**src/rtl/clock_disp_pkg.sv**
```systemverilog
// Shared types and constants for the 6-digit clock display scanner:
// segment patterns, digit index enum, captured time bus and binary-to-BCD helper.
package clock_disp_pkg;

  localparam logic [6:0] SEG_0     = 7'h40;
  localparam logic [6:0] SEG_1     = 7'h79;
  localparam logic [6:0] SEG_2     = 7'h24;
  localparam logic [6:0] SEG_3     = 7'h30;
  localparam logic [6:0] SEG_4     = 7'h19;
  localparam logic [6:0] SEG_5     = 7'h12;
  localparam logic [6:0] SEG_6     = 7'h02;
  localparam logic [6:0] SEG_7     = 7'h78;
  localparam logic [6:0] SEG_8     = 7'h00;
  localparam logic [6:0] SEG_9     = 7'h10;
  localparam logic [6:0] SEG_DASH  = 7'h3F;
  localparam logic [6:0] SEG_BLANK = 7'h7F;

  localparam logic [3:0] CODE_DASH  = 4'd10;
  localparam logic [3:0] CODE_BLANK = 4'd11;

  typedef enum logic [2:0] {
    IDX_S0 = 3'd0,
    IDX_S1 = 3'd1,
    IDX_M0 = 3'd2,
    IDX_M1 = 3'd3,
    IDX_H0 = 3'd4,
    IDX_H1 = 3'd5
  } digit_idx_t;

  typedef struct packed {
    logic [4:0] hours;
    logic [5:0] minutes;
    logic [5:0] seconds;
    logic       set_time_mode;
  } time_bus_t;

  // Returns {tens, units}; valid for the full 0..63 input range.
  function automatic logic [7:0] bin_to_bcd(input logic [5:0] v);
    logic [7:0] tens;
    logic [7:0] units;
    tens  = {2'b00, v} / 8'd10;
    units = {2'b00, v} % 8'd10;
    return (tens << 4) | units;
  endfunction

endpackage

```
**src/rtl/seg7_encode.sv**
```systemverilog
// Combinational digit-code to active-low 7-segment pattern {g,f,e,d,c,b,a}.
// Codes 0-9 are decimal digits; CODE_DASH and CODE_BLANK come from clock_disp_pkg.
module seg7_encode
  import clock_disp_pkg::*;
(
  input  logic [3:0] code_i,
  output logic [6:0] seg_o
);

  always_comb begin
    seg_o = SEG_BLANK;
    case (code_i)
      4'd0:       seg_o = SEG_0;
      4'd1:       seg_o = SEG_1;
      4'd2:       seg_o = SEG_2;
      4'd3:       seg_o = SEG_3;
      4'd4:       seg_o = SEG_4;
      4'd5:       seg_o = SEG_5;
      4'd6:       seg_o = SEG_6;
      4'd7:       seg_o = SEG_7;
      4'd8:       seg_o = SEG_8;
      4'd9:       seg_o = SEG_9;
      CODE_DASH:  seg_o = SEG_DASH;
      default:    seg_o = SEG_BLANK;
    endcase
  end

endmodule

```
**src/rtl/clock_display_scan.sv**
```systemverilog
// Multiplexed 6-digit HH:MM:SS display driver with synchronised, stability-checked capture.
// Optional set-mode blinking of hours/minutes digits is enabled by CLOCK_DISP_BLINK_EN.
module clock_display_scan
  import clock_disp_pkg::*;
#(
  parameter int CLK_HZ    = 50_000_000,
  parameter int DIGIT_HZ  = 1_000,
  parameter int GUARD_CYC = 4,
  parameter int BLINK_HZ  = 2
) (
  input  logic       clk,
  input  logic       reset_n,
  input  logic [5:0] seconds,
  input  logic [5:0] minutes,
  input  logic [4:0] hours,
  input  logic       set_time_mode,
  output logic [6:0] seg,
  output logic       dp,
  output logic [5:0] an
);

  localparam int PRESCALE     = CLK_HZ / DIGIT_HZ;
  localparam int PRE_W        = $clog2(PRESCALE);
  localparam int BLINK_PERIOD = CLK_HZ / BLINK_HZ;
  localparam logic [PRE_W-1:0] PRE_LAST = PRE_W'(PRESCALE - 1);
  localparam logic [PRE_W-1:0] GUARD    = PRE_W'(GUARD_CYC);

  time_bus_t rawBus;
  time_bus_t sync1_q, sync2_q, prev_q, disp_q;

  assign rawBus = {hours, minutes, seconds, set_time_mode};

  // Only a bus seen identical on two consecutive synchronised samples is displayed,
  // so a multi-bit value caught mid-change never reaches the digits.
  always_ff @(posedge clk or negedge reset_n) begin
    if (!reset_n) begin
      sync1_q <= '0;
      sync2_q <= '0;
      prev_q  <= '0;
      disp_q  <= '0;
    end else begin
      sync1_q <= rawBus;
      sync2_q <= sync1_q;
      prev_q  <= sync2_q;
      if (sync2_q == prev_q) disp_q <= sync2_q;
    end
  end

  logic [PRE_W-1:0] pre_q, pre_d;
  digit_idx_t       idx_q, idx_d;

  always_comb begin
    pre_d = pre_q + 1'b1;
    idx_d = idx_q;
    if (pre_q == PRE_LAST) begin
      pre_d = '0;
      case (idx_q)
        IDX_S0:  idx_d = IDX_S1;
        IDX_S1:  idx_d = IDX_M0;
        IDX_M0:  idx_d = IDX_M1;
        IDX_M1:  idx_d = IDX_H0;
        IDX_H0:  idx_d = IDX_H1;
        default: idx_d = IDX_S0;
      endcase
    end
  end

  logic blinkOff;

`ifdef CLOCK_DISP_BLINK_EN
  localparam int BLINK_W = $clog2(BLINK_PERIOD);
  logic [BLINK_W-1:0] blinkCnt_q, blinkCnt_d;

  assign blinkCnt_d = (blinkCnt_q == BLINK_W'(BLINK_PERIOD - 1)) ? '0 : blinkCnt_q + 1'b1;
  assign blinkOff   = disp_q.set_time_mode && (blinkCnt_d < BLINK_W'(BLINK_PERIOD / 2));

  always_ff @(posedge clk or negedge reset_n) begin
    if (!reset_n) blinkCnt_q <= '0;
    else          blinkCnt_q <= blinkCnt_d;
  end
`else
  logic unused_blink;
  assign blinkOff     = 1'b0;
  assign unused_blink = disp_q.set_time_mode ^ (BLINK_PERIOD == 0);
`endif

  logic [7:0] secBcd, minBcd, hrBcd;
  logic       secBad, minBad, hrBad;
  logic [3:0] code;
  logic [6:0] segEnc;

  assign secBcd = bin_to_bcd(disp_q.seconds);
  assign minBcd = bin_to_bcd(disp_q.minutes);
  assign hrBcd  = bin_to_bcd({1'b0, disp_q.hours});
  assign secBad = disp_q.seconds > 6'd59;
  assign minBad = disp_q.minutes > 6'd59;
  assign hrBad  = disp_q.hours > 5'd23;

  // Digit selection follows the index that will be current after this edge.
  always_comb begin
    code = CODE_BLANK;
    case (idx_d)
      IDX_S0:  code = secBad ? CODE_DASH : secBcd[3:0];
      IDX_S1:  code = secBad ? CODE_DASH : secBcd[7:4];
      IDX_M0:  code = minBad ? CODE_DASH : minBcd[3:0];
      IDX_M1:  code = minBad ? CODE_DASH : minBcd[7:4];
      IDX_H0:  code = hrBad  ? CODE_DASH : hrBcd[3:0];
      IDX_H1:  code = hrBad  ? CODE_DASH : hrBcd[7:4];
      default: code = CODE_BLANK;
    endcase
    if (blinkOff && idx_d != IDX_S0 && idx_d != IDX_S1) code = CODE_BLANK;
  end

  seg7_encode u_enc (
    .code_i (code),
    .seg_o  (segEnc)
  );

  logic [6:0] seg_q;
  logic [5:0] an_q;
  logic       dp_q;

  always_ff @(posedge clk or negedge reset_n) begin
    if (!reset_n) begin
      pre_q <= '0;
      idx_q <= IDX_S0;
      seg_q <= SEG_BLANK;
      an_q  <= 6'h3F;
      dp_q  <= 1'b1;
    end else begin
      pre_q <= pre_d;
      idx_q <= idx_d;
      if (pre_d < GUARD) begin
        seg_q <= SEG_BLANK;
        an_q  <= 6'h3F;
        dp_q  <= 1'b1;
      end else begin
        seg_q <= segEnc;
        an_q  <= ~(6'b1 << idx_d);
        dp_q  <= ~((idx_d == IDX_M0) || (idx_d == IDX_H0));
      end
    end
  end

  assign seg = seg_q;
  assign an  = an_q;
  assign dp  = dp_q;

endmodule

```
**config.mk**
```make
export PLATFORM = sky130hd
export DESIGN_NAME = clock_display_scan
export DESIGN_NICKNAME = d
export VERILOG_FILES = /design/src/rtl/clock_disp_pkg.sv /design/src/rtl/seg7_encode.sv /design/src/rtl/clock_display_scan.sv
export SDC_FILE = /design/constraint.sdc
export NUM_CORES = 1
export LEC_CHECK = 0
export ABC_AREA = 0
export BUFFER_PORTS_ARGS = -buffer_cell sky130_fd_sc_hd__buf_4
export CAP_MARGIN = 20
export CORE_UTILIZATION = 68
export CTS_BUF_LIST = sky130_fd_sc_hd__clkbuf_8
export CTS_CLUSTER_DIAMETER = 40
export DETAILED_ROUTE_END_ITERATION = 12
export PLACE_DENSITY_LB_ADDON = 0.3
export SYNTH_ARGS = -nofsm -noshare
export SYNTH_HDL_FRONTEND = slang
export SYNTH_SLANG_ARGS = --single-unit
```
**constraint.sdc**
```tcl
create_clock -name clk -period 5.8 [get_ports clk]
set_input_delay 1.16 -clock clk [delete_from_list [all_inputs] [get_ports clk]]
set_output_delay 1.16 -clock clk [all_outputs]
set_load 0.05 [all_outputs]
```
==> impl_metrics.json <==
{
  "outcome": "completed",
  "synth_xor_area_share_pct": 6.417,
  "power_density_nw_per_um2": 212.8,
  "dr.pass1.iters": 5,
  "finalMaxSlewViolations": 0,
  "clk_path_buf_depth": 2,
  "synthCells": 551,
  "path_clk_slew_ns": 0.11,
  "areaGrowthSynthToFinish_pct": 7.314,
  "cpLargestDelayFamily": "compound AO/OA/AOI/OAI gates",
  "slowest_stage": "dfrtp_1",
  "synth_compound_area_share_pct": 15.93,
  "rsz0062_at_grt": "no",
  "htreeDepth": 3,
  "cp.required_ns": 6.09,
  "worstSetupStartpointType": "flip-flop",
  "hold_slack_ns": 0.3581,
  "ys_warn_count": 0,
  "clock-root-buffer": "clkbuf_8",
  "hpwlAfterDp_mm": 8.249,
  "max_cap_viol_count": 0,
  "skew_ns": 0.01044,
  "muxShareOfSynthArea_pct": 3.186,
  "via_count": 4350,
  "ant_nets": 0,
  "synth_edf_count": 0,
  "die_area_um2": 8567,
  "cts_tree": "done",
  "slew_headroom_pct": 38.99,
  "io_buffer_count": 33,
  "drive_gt1_share_pct": 17.29,
  "insertion_delay_ns": 0.37,
  "p_leak_uw": 0.002522,
  "yosysSeqAreaShare_pct": 46.98,
  "fin_setup_tns_ns": 0,
  "final_cell_mix": "dfrtp_1, nand2_1, buf_4, o21ai_0, nor2_1",
  "cts.sinks": 104,
  "vias_per_cell": 6.561,
  "period_needed_ns": 4.340,
  "fin_crit_sh_pct": 74.83,
  "cts_hold_buf": 0,
  "ys_types": 75,
  "max_stage_delay_ns": 0.64,
  "power.switching_uw": 300.2,
  "synthSimpleGateAreaFrac_pct": 20.53,
  "synth_fp_nets": 582,
  "layout_commonest_cell": "dfrtp_1",
  "numCtsBuffers": 9,
  "internal_power_uw": 973.0,
  "setup_viol": 0,
  "grt_usage_pct": 29.69,
  "min_path_type": "flip-flop to flip-flop",
  "path_max_fanout": 17,
  "gp_congestion": 0.9197,
  "cts_resized": 0,
  "p_seq_share_pct": 59.4,
  "crit_buf_inv": 3,
  "fmax_mhz": 230.4,
  "grt_pass1_vias": 4154,
  "worstSetupEndpointType": "flip-flop",
  "syn_area_um2": 5577,
  "antenna_found_initial": 0,
  "grt_max_degree": 58,
  "postCtsSetupBuffers": 0,
  "power.share.clock_pct": 37.8,
  "synth_seq_cells": 104,
  "swShare_pct": 23.58,
  "num_io_pins": 34,
  "grt_pass1_wl_mm": 19.79,
  "diodes": 0,
  "avgRoutedWirePerCell_um": 17.57,
  "p_comb_share_pct": 2.8,
  "synth-async-reset-ratio_pct": 100.0,
  "initial_utilization_pct": 71.06,
  "critical_path_class": "flip-flop to flip-flop",
  "syn_avg_cell_area_um2": 10.12,
  "vdd_drop_max_v": 0.0002468,
  "rows": 32,
  "cp_cell_sequence": "inv_1 > ha_1 > and4b_1 > a211oi_2 > nand2_1 > inv_1 > ha_1 > nor4b_1 > a31oi_1 > o22ai_1 > a31oi_1 > a31oi_1 > o21ai_0 > and2_1 > inv_1 > ha_1 > nor4_1 > o211ai_1",
  "synth_top_family_by_area": "simple AND/OR/NAND/NOR gates",
  "synthAdderAreaFrac_pct": 2.468,
  "overflow": 0,
  "synthFlopType": "dfrtp_1",
  "nets": 587,
  "max_slew.worst_pin.slew_ns": 0.9124,
  "die_h_um": 92.56,
  "wirelength_mm": 11.65,
  "die_x_um": 92.56,
  "hold_viol_final": 0,
  "drt_iter0_markers": 445,
  "drc": 0,
  "coreArea_um2": 7848,
  "arrival_ns": 4.63
}
-- through the flow --
stage	instance area (um2)	utilization [%]	total power, uW	worst slack (ns)	instances
4_1_cts	5984	76.26	1284	1.542	663
3_3_place_gp	5764	73.45	803.0	1.838	647
6_report	5984	76.26	1273	1.460	663
3_5_place_dp	5764	73.45	806.9	1.578	647
5_1_grt	5984	76.26	1322	1.087	663
2_1_floorplan	5577	-	776.2	2.154	551
-- final timing paths --
path	startpoint	to	slack, ns	cells past startpoint
min in group asynchronous	reset_n	sync1_q[16]	0.76	1
worst max register to register	disp_q[11]	seg[3]	1.46	18
max in group asynchronous	reset_n	disp_q[3]	3.96	2
worst max-delay path	disp_q[11]	seg[3]	1.46	18
worst min register to register	sync1_q[4]	sync2_q[4]	0.36	0
worst min-delay path	sync1_q[4]	sync2_q[4]	0.36	0
-- registers in the layout, indices dropped and copies added, names as in the netlist --
register  count
dp            1
idx_q         3
sync2_q      18
seg           7
an            6
sync1_q      18
prev_q       18
disp_q       17
pre_q        16
-- cells by family after synthesis --
kind of cell | count (synthesis)
AOI/OAI and AO/OA | 129
xor gates and xnor gates | 40
adders and majority gates | 11
buffers and inverters | 52
DFF | 104
muxes | 16
and+or+nand+nor | 199
-- cell usage after synthesis (12+ instances only) --
| cell type | number | area, um2 |
|---|---|---|
| nand2_1 | 40 | 150.1 |
| nand3_1 | 26 | 130.1 |
| o211ai_1 | 13 | 97.59 |
| nor2b_1 | 13 | 81.33 |
| nor2_1 | 29 | 108.9 |
| a21oi_1 | 20 | 100.1 |
| mux2_2 | 14 | 157.7 |
| clkbuf_1 | 19 | 71.32 |
| dfrtp_1 | 90 | 2252 |
| o21ai_0 | 31 | 155.2 |
| dfstp_2 | 14 | 367.9 |
| xor2_1 | 23 | 201.4 |
| buf_2 | 14 | 70.07 |
| nor3_1 | 12 | 60.06 |
| xnor2_1 | 16 | 140.1 |
-- cell type report --
type	instances	area (um2)
Clock buffer	9	123.9
Clock inverter	7	96.34
Fill cell	539	1863
Inverter	11	41.29
Multi-Input combinational cell	395	2713
Sequential cell	104	2620
Tap cell	102	127.6
Timing Repair Buffer	35	262.8
-- power by group through the flow --
stage                     registers [uW]  logic [uW]  clock network (uW)
after floorplan                      766        9.87                   0
after global placement               768        34.6                   0
after detailed placement             770        36.6                   0
after CTS                            756        36.8                 491
after global routing                 758        40.4                 523
final                                756        35.4                 482
-- routing by layer --
metal  up-vias  share of wire, %  global-route usage (%)
met2       154                50                   48.70
met1      2157                43                   40.35
li1       2013                 -                       -
met5         -                 0                       0
met4         0               2.4                   12.11
met3        26               4.7                   3.612
(Power assumes the default switching activity.)
